File: src/rtl/mobo_bus_ctrl.sv
// Motherboard bus controller: takes one CPU read/write command, runs a req/ack
// memory transaction with a watchdog, and reports busy/done/error on mobo_stat.
module mobo_bus_ctrl #(
  parameter int word_width     = 32,
  parameter int timeout_cycles = 255
) (
  input  logic                  clk,
  input  logic                  rst,
  input  logic [word_width-1:0] mobo_ctrl,
  input  logic [word_width-1:0] cpu_addr,
  input  logic [word_width-1:0] cpu_wdata,
  output logic [word_width-1:0] mobo_stat,
  output logic [word_width-1:0] cpu_rdata,
  output logic                  mem_req,
  output logic                  mem_we,
  output logic [word_width-1:0] mem_addr,
  output logic [word_width-1:0] mem_wdata,
  input  logic                  mem_ack,
  input  logic [word_width-1:0] mem_rdata
);

  localparam int CW = $clog2(timeout_cycles + 1);

  typedef enum logic [1:0] {IDLE, ISSUE, WAIT, DONE} state_t;

  state_t                state, state_n;
  logic [CW-1:0]         cnt, cnt_n;
  logic                  wr, wr_n, err_pend, err_pend_n;
  logic                  busy, busy_n, done, done_n, error, error_n, last_wr, last_wr_n;
  logic                  req_n, we_n;
  logic [word_width-1:0] rdata_n, addr_n, wdata_n;

  logic start, unused_ctrl;
  assign start       = mobo_ctrl[0];
  assign unused_ctrl = ^mobo_ctrl[word_width-1:2];

  assign mobo_stat = {{(word_width-4){1'b0}}, last_wr, error, done, busy};

  always_comb begin
    state_n    = state;
    cnt_n      = cnt;
    wr_n       = wr;
    err_pend_n = err_pend;
    busy_n     = busy;
    done_n     = done;
    error_n    = error;
    last_wr_n  = last_wr;
    req_n      = mem_req;
    we_n       = mem_we;
    rdata_n    = cpu_rdata;
    addr_n     = mem_addr;
    wdata_n    = mem_wdata;
    case (state)
      IDLE: begin
        busy_n = 1'b0;
        done_n = 1'b0;
        if (start) begin
          addr_n    = cpu_addr;
          wdata_n   = cpu_wdata;
          wr_n      = mobo_ctrl[1];
          error_n   = 1'b0;
          last_wr_n = 1'b0;
          state_n   = ISSUE;
        end
      end
      ISSUE: begin
        req_n   = 1'b1;
        we_n    = wr;
        busy_n  = 1'b1;
        cnt_n   = '0;
        state_n = WAIT;
      end
      WAIT: begin
        // ack takes priority over a watchdog expiry in the same cycle
        if (mem_ack) begin
          req_n      = 1'b0;
          we_n       = 1'b0;
          err_pend_n = 1'b0;
          if (!wr) rdata_n = mem_rdata;
          state_n    = DONE;
        end else if (cnt == CW'(timeout_cycles - 1)) begin
          req_n      = 1'b0;
          we_n       = 1'b0;
          err_pend_n = 1'b1;
          cnt_n      = CW'(timeout_cycles);
          state_n    = DONE;
        end else begin
          cnt_n = cnt + 1'b1;
        end
      end
      DONE: begin
        // status publishes here, so done tracks start for the CPU handshake
        busy_n    = 1'b0;
        error_n   = err_pend;
        last_wr_n = wr;
        done_n    = start;
        if (!start) state_n = IDLE;
      end
      default: state_n = IDLE;
    endcase
  end

  always_ff @(posedge clk or posedge rst) begin
    if (rst) begin
      state     <= IDLE;
      cnt       <= '0;
      wr        <= 1'b0;
      err_pend  <= 1'b0;
      busy      <= 1'b0;
      done      <= 1'b0;
      error     <= 1'b0;
      last_wr   <= 1'b0;
      mem_req   <= 1'b0;
      mem_we    <= 1'b0;
      cpu_rdata <= '0;
      mem_addr  <= '0;
      mem_wdata <= '0;
    end else begin
      state     <= state_n;
      cnt       <= cnt_n;
      wr        <= wr_n;
      err_pend  <= err_pend_n;
      busy      <= busy_n;
      done      <= done_n;
      error     <= error_n;
      last_wr   <= last_wr_n;
      mem_req   <= req_n;
      mem_we    <= we_n;
      cpu_rdata <= rdata_n;
      mem_addr  <= addr_n;
      mem_wdata <= wdata_n;
    end
  end

endmodule

File: config.mk
export PLATFORM = sky130hd
export DESIGN_NAME = mobo_bus_ctrl
export DESIGN_NICKNAME = d
export VERILOG_FILES = /design/src/rtl/mobo_bus_ctrl.sv
export SDC_FILE = /design/constraint.sdc
export NUM_CORES = 1
export LEC_CHECK = 0
export CORE_ASPECT_RATIO = 1.1
export CORE_MARGIN = 2
export CORE_UTILIZATION = 30
export CTS_CLUSTER_SIZE = 40
export DETAILED_ROUTE_END_ITERATION = 8
export SLEW_MARGIN = 10
export SYNTH_ARGS = -nofsm -noshare
export SYNTH_HDL_FRONTEND = slang
export SYNTH_SLANG_ARGS = --single-unit
File: constraint.sdc
create_clock -name clk -period 9.1 [get_ports clk]
set_clock_uncertainty 0.15 [all_clocks]
set_input_delay 0.91 -clock clk [delete_from_list [all_inputs] [get_ports clk]]
set_output_delay 0.91 -clock clk [all_outputs]
set_load 0.05 [all_outputs]
==> results of run 1 <==
[layout make-up]
cell class                      instances  area [sq um]  area share, %
Inverter                                7          28.8          0.386
Sequential cell                       114          2850           38.3
Clock inverter                         10           108           1.44
Timing Repair Buffer                  204          2040           27.3
Clock buffer                           22           474           6.37
Tap cell                              200           250           3.36
Multi-Input combinational cell        193          1700           22.8
[layout by cell type, fill, tap and decap left out, types with 2 or more instances in the layout]
cell type and n:
conb_1 28, nand4_1 3, bufinv_16 2, ha_1 7, clkbuf_16 17, mux2i_1 4
nor2_1 6, dfrtp_1 114, buf_4 2, nor2b_1 2, a21oi_1 3, o22ai_1 2
clkbuf_1 2, inv_1 6, o32ai_1 2, clkinv_2 5, clkbuf_8 3, and3_1 2
nand3_1 3, o21ai_0 3, clkdlybuf4s50_1 202, nand2b_1 3, nand2_1 9, mux2_2 98
clkinvlp_4 3, a31oi_1 2
[logic make-up after synthesis]
family,Yosys count
flip-flops,114
multiplexers,103
other,1
buffers and inverters,52
AND/OR/NAND/NOR,34
AO/OA/AOI/OAI,21
adder cells (fa/ha/maj),7
[path summary, 6_finish.rpt]
kind | from | endpoint | slack [ns] | cells past startpoint
worst max-delay path | mem_ack | cpu_rdata[29]$_DFFE_PP0P_ | 6.24 | 3
worst min-delay path | last_wr$_DFFE_PP0P_ | last_wr$_DFFE_PP0P_ | 0.35 | 1
worst max register to register | state[0]$_DFFE_PP0P_ | cpu_rdata[29]$_DFFE_PP0P_ | 6.49 | 4
worst min register to register | last_wr$_DFFE_PP0P_ | last_wr$_DFFE_PP0P_ | 0.35 | 1
max in group asynchronous | rst | mem_wdata[28]$_DFFE_PP0P_ | 6.73 | 3
min in group asynchronous | rst | mem_addr[26]$_DFFE_PP0P_ | 0.79 | 2
[state kept, by name (all words and copies together), names as in the netlist, 2 cells and up]
name       count
cpu_rdata     32
mem_addr      32
mem_wdata     32
cnt            8
state          2
[power by group]
part | switching, mW | internal (mW) | leakage, nW | total (mW)
Clock | 0.223 | 0.421 | 0.282 | 0.644
Sequential | 0.127 | 0.750 | 1.37 | 0.877
Combinational | 1.13 | 0.675 | 1.54 | 1.80
[routing by layer]
layer  GRT usage [%]  vias up
met5               0        -
met4            6.37        0
met3            6.57       20
met2            21.1      171
met1            14.9     1571
li1                -     1515
[synth_stat cells]
cell       count
a21oi_1        3
conb_1         1
mux2_2        98
o31ai_1        1
nor2b_4        1
nand4_2        1
nand2b_1       3
o22ai_1        2
nand3b_2       1
inv_1          7
clkbuf_2       1
dfrtp_1      114
o211ai_1       1
buf_6          5
buf_4         34
a32o_1         1
a2bb2oi_1      1
nor2_1         6
nor2b_1        2
o32ai_1        2
mux2_4         1
o21a_1         1
a311oi_1       1
a22oi_1        1
o21ai_0        3
buf_2          5
a31oi_1        2
nor2_4         1
ha_1           7
o221ai_1       1
mux2i_1        4
nor3_1         1
nand3_1        3
and3_1         2
o21a_4         1
nand4_1        3
nand2_1       10
[per-stage QoR]
stage                     setup slack (ns)  cells  power (mW)
after CTS                             6.24    750        3.37
after detailed placement              5.80    718        2.70
after global routing                  6.15    750        3.48
final                                 6.24    750        3.32
after floorplan                       5.02    359        2.12
after global placement                5.90    718        2.67
[worst max-delay path: stages]
cell and delay [ns]:
clkdlybuf4s50_1 0.74, nand3b_2 0.76, mux2_2 0.55
==> impl_metrics.py, run 1 <==
metrics = {
    "layout": {
        "layout.nets": 675,
        "insertedDiodeCount": 0,
        "final_area_sq_um": 7450,
        "final_util_pct": 47.5,
        "drive_gt1_share_pct": 25.1,
        "area_delta_synth_final_pct": 54.7,
        "fillers": 1403,
    },
    "clocking": {
        "clk_latency_ns": 0.40,
        "clk_pin_slew_ns": 0.05,
        "cts-resized-gates": 0,
        "htree_levels": 4,
        "post_cts_hold_buffer_count": 0,
        "clock_path_buffers": 2,
        "cts_tree": "done",
        "cts_buffers": 17,
        "clock-root-buffer": "clkbuf_16",
        "post-cts-setup-buffers": 0,
        "clock_sinks": 114,
    },
    "power": {
        "power_density_nw_per_um2": 446,
        "p_leak_nw": 3.19,
        "vdd_ir_drop_max_mv": 0.204,
    },
    "floorplan": {
        "die_area_sq_um": 17100,
        "fp-row-count": 48,
        "die-width_microns": 125,
        "io-pin-count": 261,
        "initial_core_util_pct": 30.7,
        "core-area_sq_um": 15700,
        "die_h_microns": 137,
    },
    "placement": {
        "dpl.hpwl_microns": 7940,
        "portBuffers": 202,
        "place_congestion": 0.779,
        "placed_area_sq_um": 6870,
    },
    "yosys": {
        "synth_xor_area_share_pct": 0,
        "syn_area_sq_um": 4820,
        "postSynthAreaPerCell_sq_um": 14.5,
        "synthTopCellsByArea": "dfrtp_1, mux2_2, buf_4, ha_1, buf_6",
        "yosys.area_share.simple_pct": 3.98,
        "synth_compound_area_share_pct": 3.20,
        "synthCells": 332,
        "synth_top_family_by_area": "multiplexers",
        "yosys.area.top_type_share_pct": 59.2,
        "synth_seq_cells": 114,
        "synthAdderAreaFrac_pct": 1.82,
        "yosys_warnings": 0,
        "ys_seq_area_share_pct": 59.2,
        "synth_cell_type_count": 37,
        "yosysTopAreaCell": "dfrtp_1",
        "synthMuxAreaShare_pct": 24.1,
    },
    "sta": {
        "fin_crit_sh_pct": 31.5,
        "max_freq_mhz": 349,
        "timing.hold.ws_ns": 0.349,
        "setup_tns_ns": 0,
        "rsz0062_at_grt": "false",
        "slew_headroom_pct": 39.2,
        "hold_viol_final": 0,
        "slew_viol_final": 0,
        "setup_viol": 0,
        "min_period_ns": 2.86,
        "timing_worst_slew_pin_value_ns": 0.906,
    },
    "flow_run": {
        "maxCapViolCount": 0,
    },
    "global_routing": {
        "grt_antenna_before_repair": 0,
        "grt_max_degree": 66,
        "overflow": 0,
        "grt_pass1_wl_microns": 17700,
        "grt_pass1_vias": 3507,
        "gr-usage-all-layers_pct": 13.2,
    },
    "setup_path": {
        "crit_type": "primary input to flop",
        "path_max_fanout": 32,
        "start_kind": "primary input",
        "end_kind": "flop",
        "crit_arrival_ns": 3.00,
        "cp.required_ns": 9.23,
    },
    "route": {
        "wl_met3_microns": 1130,
        "wl_per_cell_microns": 14.8,
        "drc": 0,
        "dr.pass1.iters": 5,
        "vias": 3277,
        "top_layer": "met4",
        "antenna_left": 0,
        "viasPerCell": 4.37,
        "wl_met1_microns": 4350,
        "wl_met2_microns": 5370,
        "routed_wl_microns": 11100,
        "initialDrtViolationCount": 54,
    },
    "run_status": {
        "status": "finished, final reports clean",
    },
    "min_path": {
        "min_path_type": "flop to flop",
    },
}
Note: power is estimated with default switching activity, not from simulation.
==> run 2, diff against run 1 <==
==> constraint.sdc (replaced) <==
create_clock -name clk -period 3 [get_ports clk]
set_clock_uncertainty 0.15 [all_clocks]
set_input_delay 0.3 -clock clk [delete_from_list [all_inputs] [get_ports clk]]
set_output_delay 0.3 -clock clk [all_outputs]
set_load 0.05 [all_outputs]
==> impl_metrics.py, run 2 (same netlist as run 1, synthesis figures left out) <==
metrics = {
    "run_status": {
        "status": "finished, final reports clean",
    },
    "setup_path": {
        "end_kind": "flop",
        "cp_cell_sequence": "inv_1 > ha_1 > nand3b_2 > buf_4 > mux2_2",
        "path_max_fanout": 32,
        "cp.required_ns": 3.14,
        "critPathBufInv": 2,
        "start_kind": "flop",
        "crit_family": "buffers and inverters",
        "slowest_stage": "dfrtp_1",
        "crit_arrival_ns": 2.26,
        "rrSetupSlack_ns": 0.89,
        "crit_type": "flop to flop",
        "cpPeakStageDelay_ns": 0.40,
    },
    "sta": {
        "setup_tns_ns": 0,
        "fin_crit_sh_pct": 70.5,
        "slew_headroom_pct": 62.0,
        "slew_viol_final": 0,
        "min_period_ns": 2.11,
        "max_freq_mhz": 473,
        "setup_viol": 0,
        "setup_ws_ns": 0.886,
        "hold_viol_final": 0,
        "timing_worst_slew_pin_value_ns": 0.570,
        "rsz0062_at_grt": "false",
    },
    "layout": {
        "mostFrequentLayoutCells": "clkdlybuf4s50_1, dfrtp_1, mux2_2",
        "final_common_cell": "clkdlybuf4s50_1",
        "fillers": 1403,
        "register_area_sq_um": 2850,
        "drive_gt1_share_pct": 25.4,
        "area_delta_synth_final_pct": 56.7,
        "multi_input_area_sq_um": 1700,
        "insertedDiodeCount": 0,
        "top_regs": "cpu_rdata: 32 flops, mem_addr: 32 flops, mem_wdata: 32 flops",
        "layout.nets": 677,
    },
    "route": {
        "drc": 0,
        "viasPerCell": 4.37,
        "dr.pass1.iters": 4,
        "antenna_left": 0,
        "initialDrtViolationCount": 77,
        "routed_wl_microns": 11200,
        "wl_per_cell_microns": 14.8,
        "vias": 3286,
    },
    "flow_run": {
        "maxCapViolCount": 0,
    },
    "clocking": {
        "post_cts_hold_buffer_count": 0,
        "clock-root-buffer": "clkbuf_16",
        "clock_path_buffers": 2,
        "cts_buffers": 17,
        "clk_pin_slew_ns": 0.05,
        "cts-resized-gates": 0,
        "htree_levels": 4,
        "cts_tree": "done",
        "clk_latency_ns": 0.41,
        "post-cts-setup-buffers": 0,
        "clock_sinks": 114,
    },
    "floorplan": {
        "fp-row-count": 48,
        "die-width_microns": 125,
        "io-pin-count": 261,
        "initial_core_util_pct": 30.7,
        "die_h_microns": 137,
        "core-area_sq_um": 15700,
        "die_area_sq_um": 17100,
    },
    "global_routing": {
        "gr-usage-all-layers_pct": 13.5,
        "overflow": 0,
        "grt_antenna_before_repair": 0,
        "grt_pass1_vias": 3469,
        "grt_max_degree": 66,
        "grt_pass1_wl_microns": 17700,
    },
    "placement": {
        "portBuffers": 202,
        "dpl.hpwl_microns": 8150,
        "dpl_worst_slack_ns": 0.845,
        "place_congestion": 0.761,
    },
    "power": {
        "power_density_nw_per_um2": 1360,
        "vdd_ir_drop_max_mv": 0.723,
        "p_leak_nw": 3.23,
    },
    "min_path": {
        "min_path_type": "primary input to async pin",
    },
}
run 2: area by class of cell:
cell class,instances,area share (%)
multi-input cells,193,22.5
flip-flops and latches,114,37.8
well taps,200,3.32
inverters,7,0.398
clock inverters,8,1.64
repair buffers,206,27.7
clock buffers,24,6.65
run 2: path summary, 6_finish.rpt:
kind / end / startpoint / depth (start not counted)
min in group clk: mem_wdata[29]$_DFFE_PP0P_ / cpu_wdata[29] / 2
max in group asynchronous: cpu_rdata[19]$_DFFE_PP0P_ / rst / 3
setup reg to reg: cpu_rdata[3]$_DFFE_PP0P_ / state[0]$_DFFE_PP0P_ / 5
hold / removal: mem_wdata[17]$_DFFE_PP0P_ / rst / 2
setup / recovery: cpu_rdata[3]$_DFFE_PP0P_ / state[0]$_DFFE_PP0P_ / 5
hold reg to reg: done$_DFFE_PP0N_ / done$_DFFE_PP0N_ / 2
run 2: worst register-to-register path: cells and delay by family (launching register included):
family                     cells  cell delay [ns]
and+or+nand+nor                1             0.15
buffers and inverters          2             0.50
adders and majority gates      1             0.38
DFF                            1             0.40
muxes                          1             0.41
run 2: metrics by stage:
step	hold WS [ns]	power, mW	instances	utilization, %	cell area [sq um]
final	0.138	10.2	752	48.1	7550
after CTS	0.135	10.4	752	48.1	7550
after global placement	0.332	8.11	720	44.2	6920
after global routing	0.160	10.7	752	48.1	7550
after floorplan	0.300	6.43	359	-	4920
after detailed placement	0.338	8.21	720	44.2	6920
run 2: routing by layer:
metal  GRT usage (%)  vias up  wire (microns)
met5               0        -               0
met4            6.12        0             236
met3            8.13       19            1340
met2            20.6      172            5270
met1            15.1     1580            4300
li1                -     1515               -
run 2: power breakdown:
part	total (mW)	internal, mW	switching (mW)
Clock	2.10	1.41	0.691
Sequential	2.65	2.27	0.379
Combinational	5.48	2.06	3.42
Total	10.2	5.75	4.49
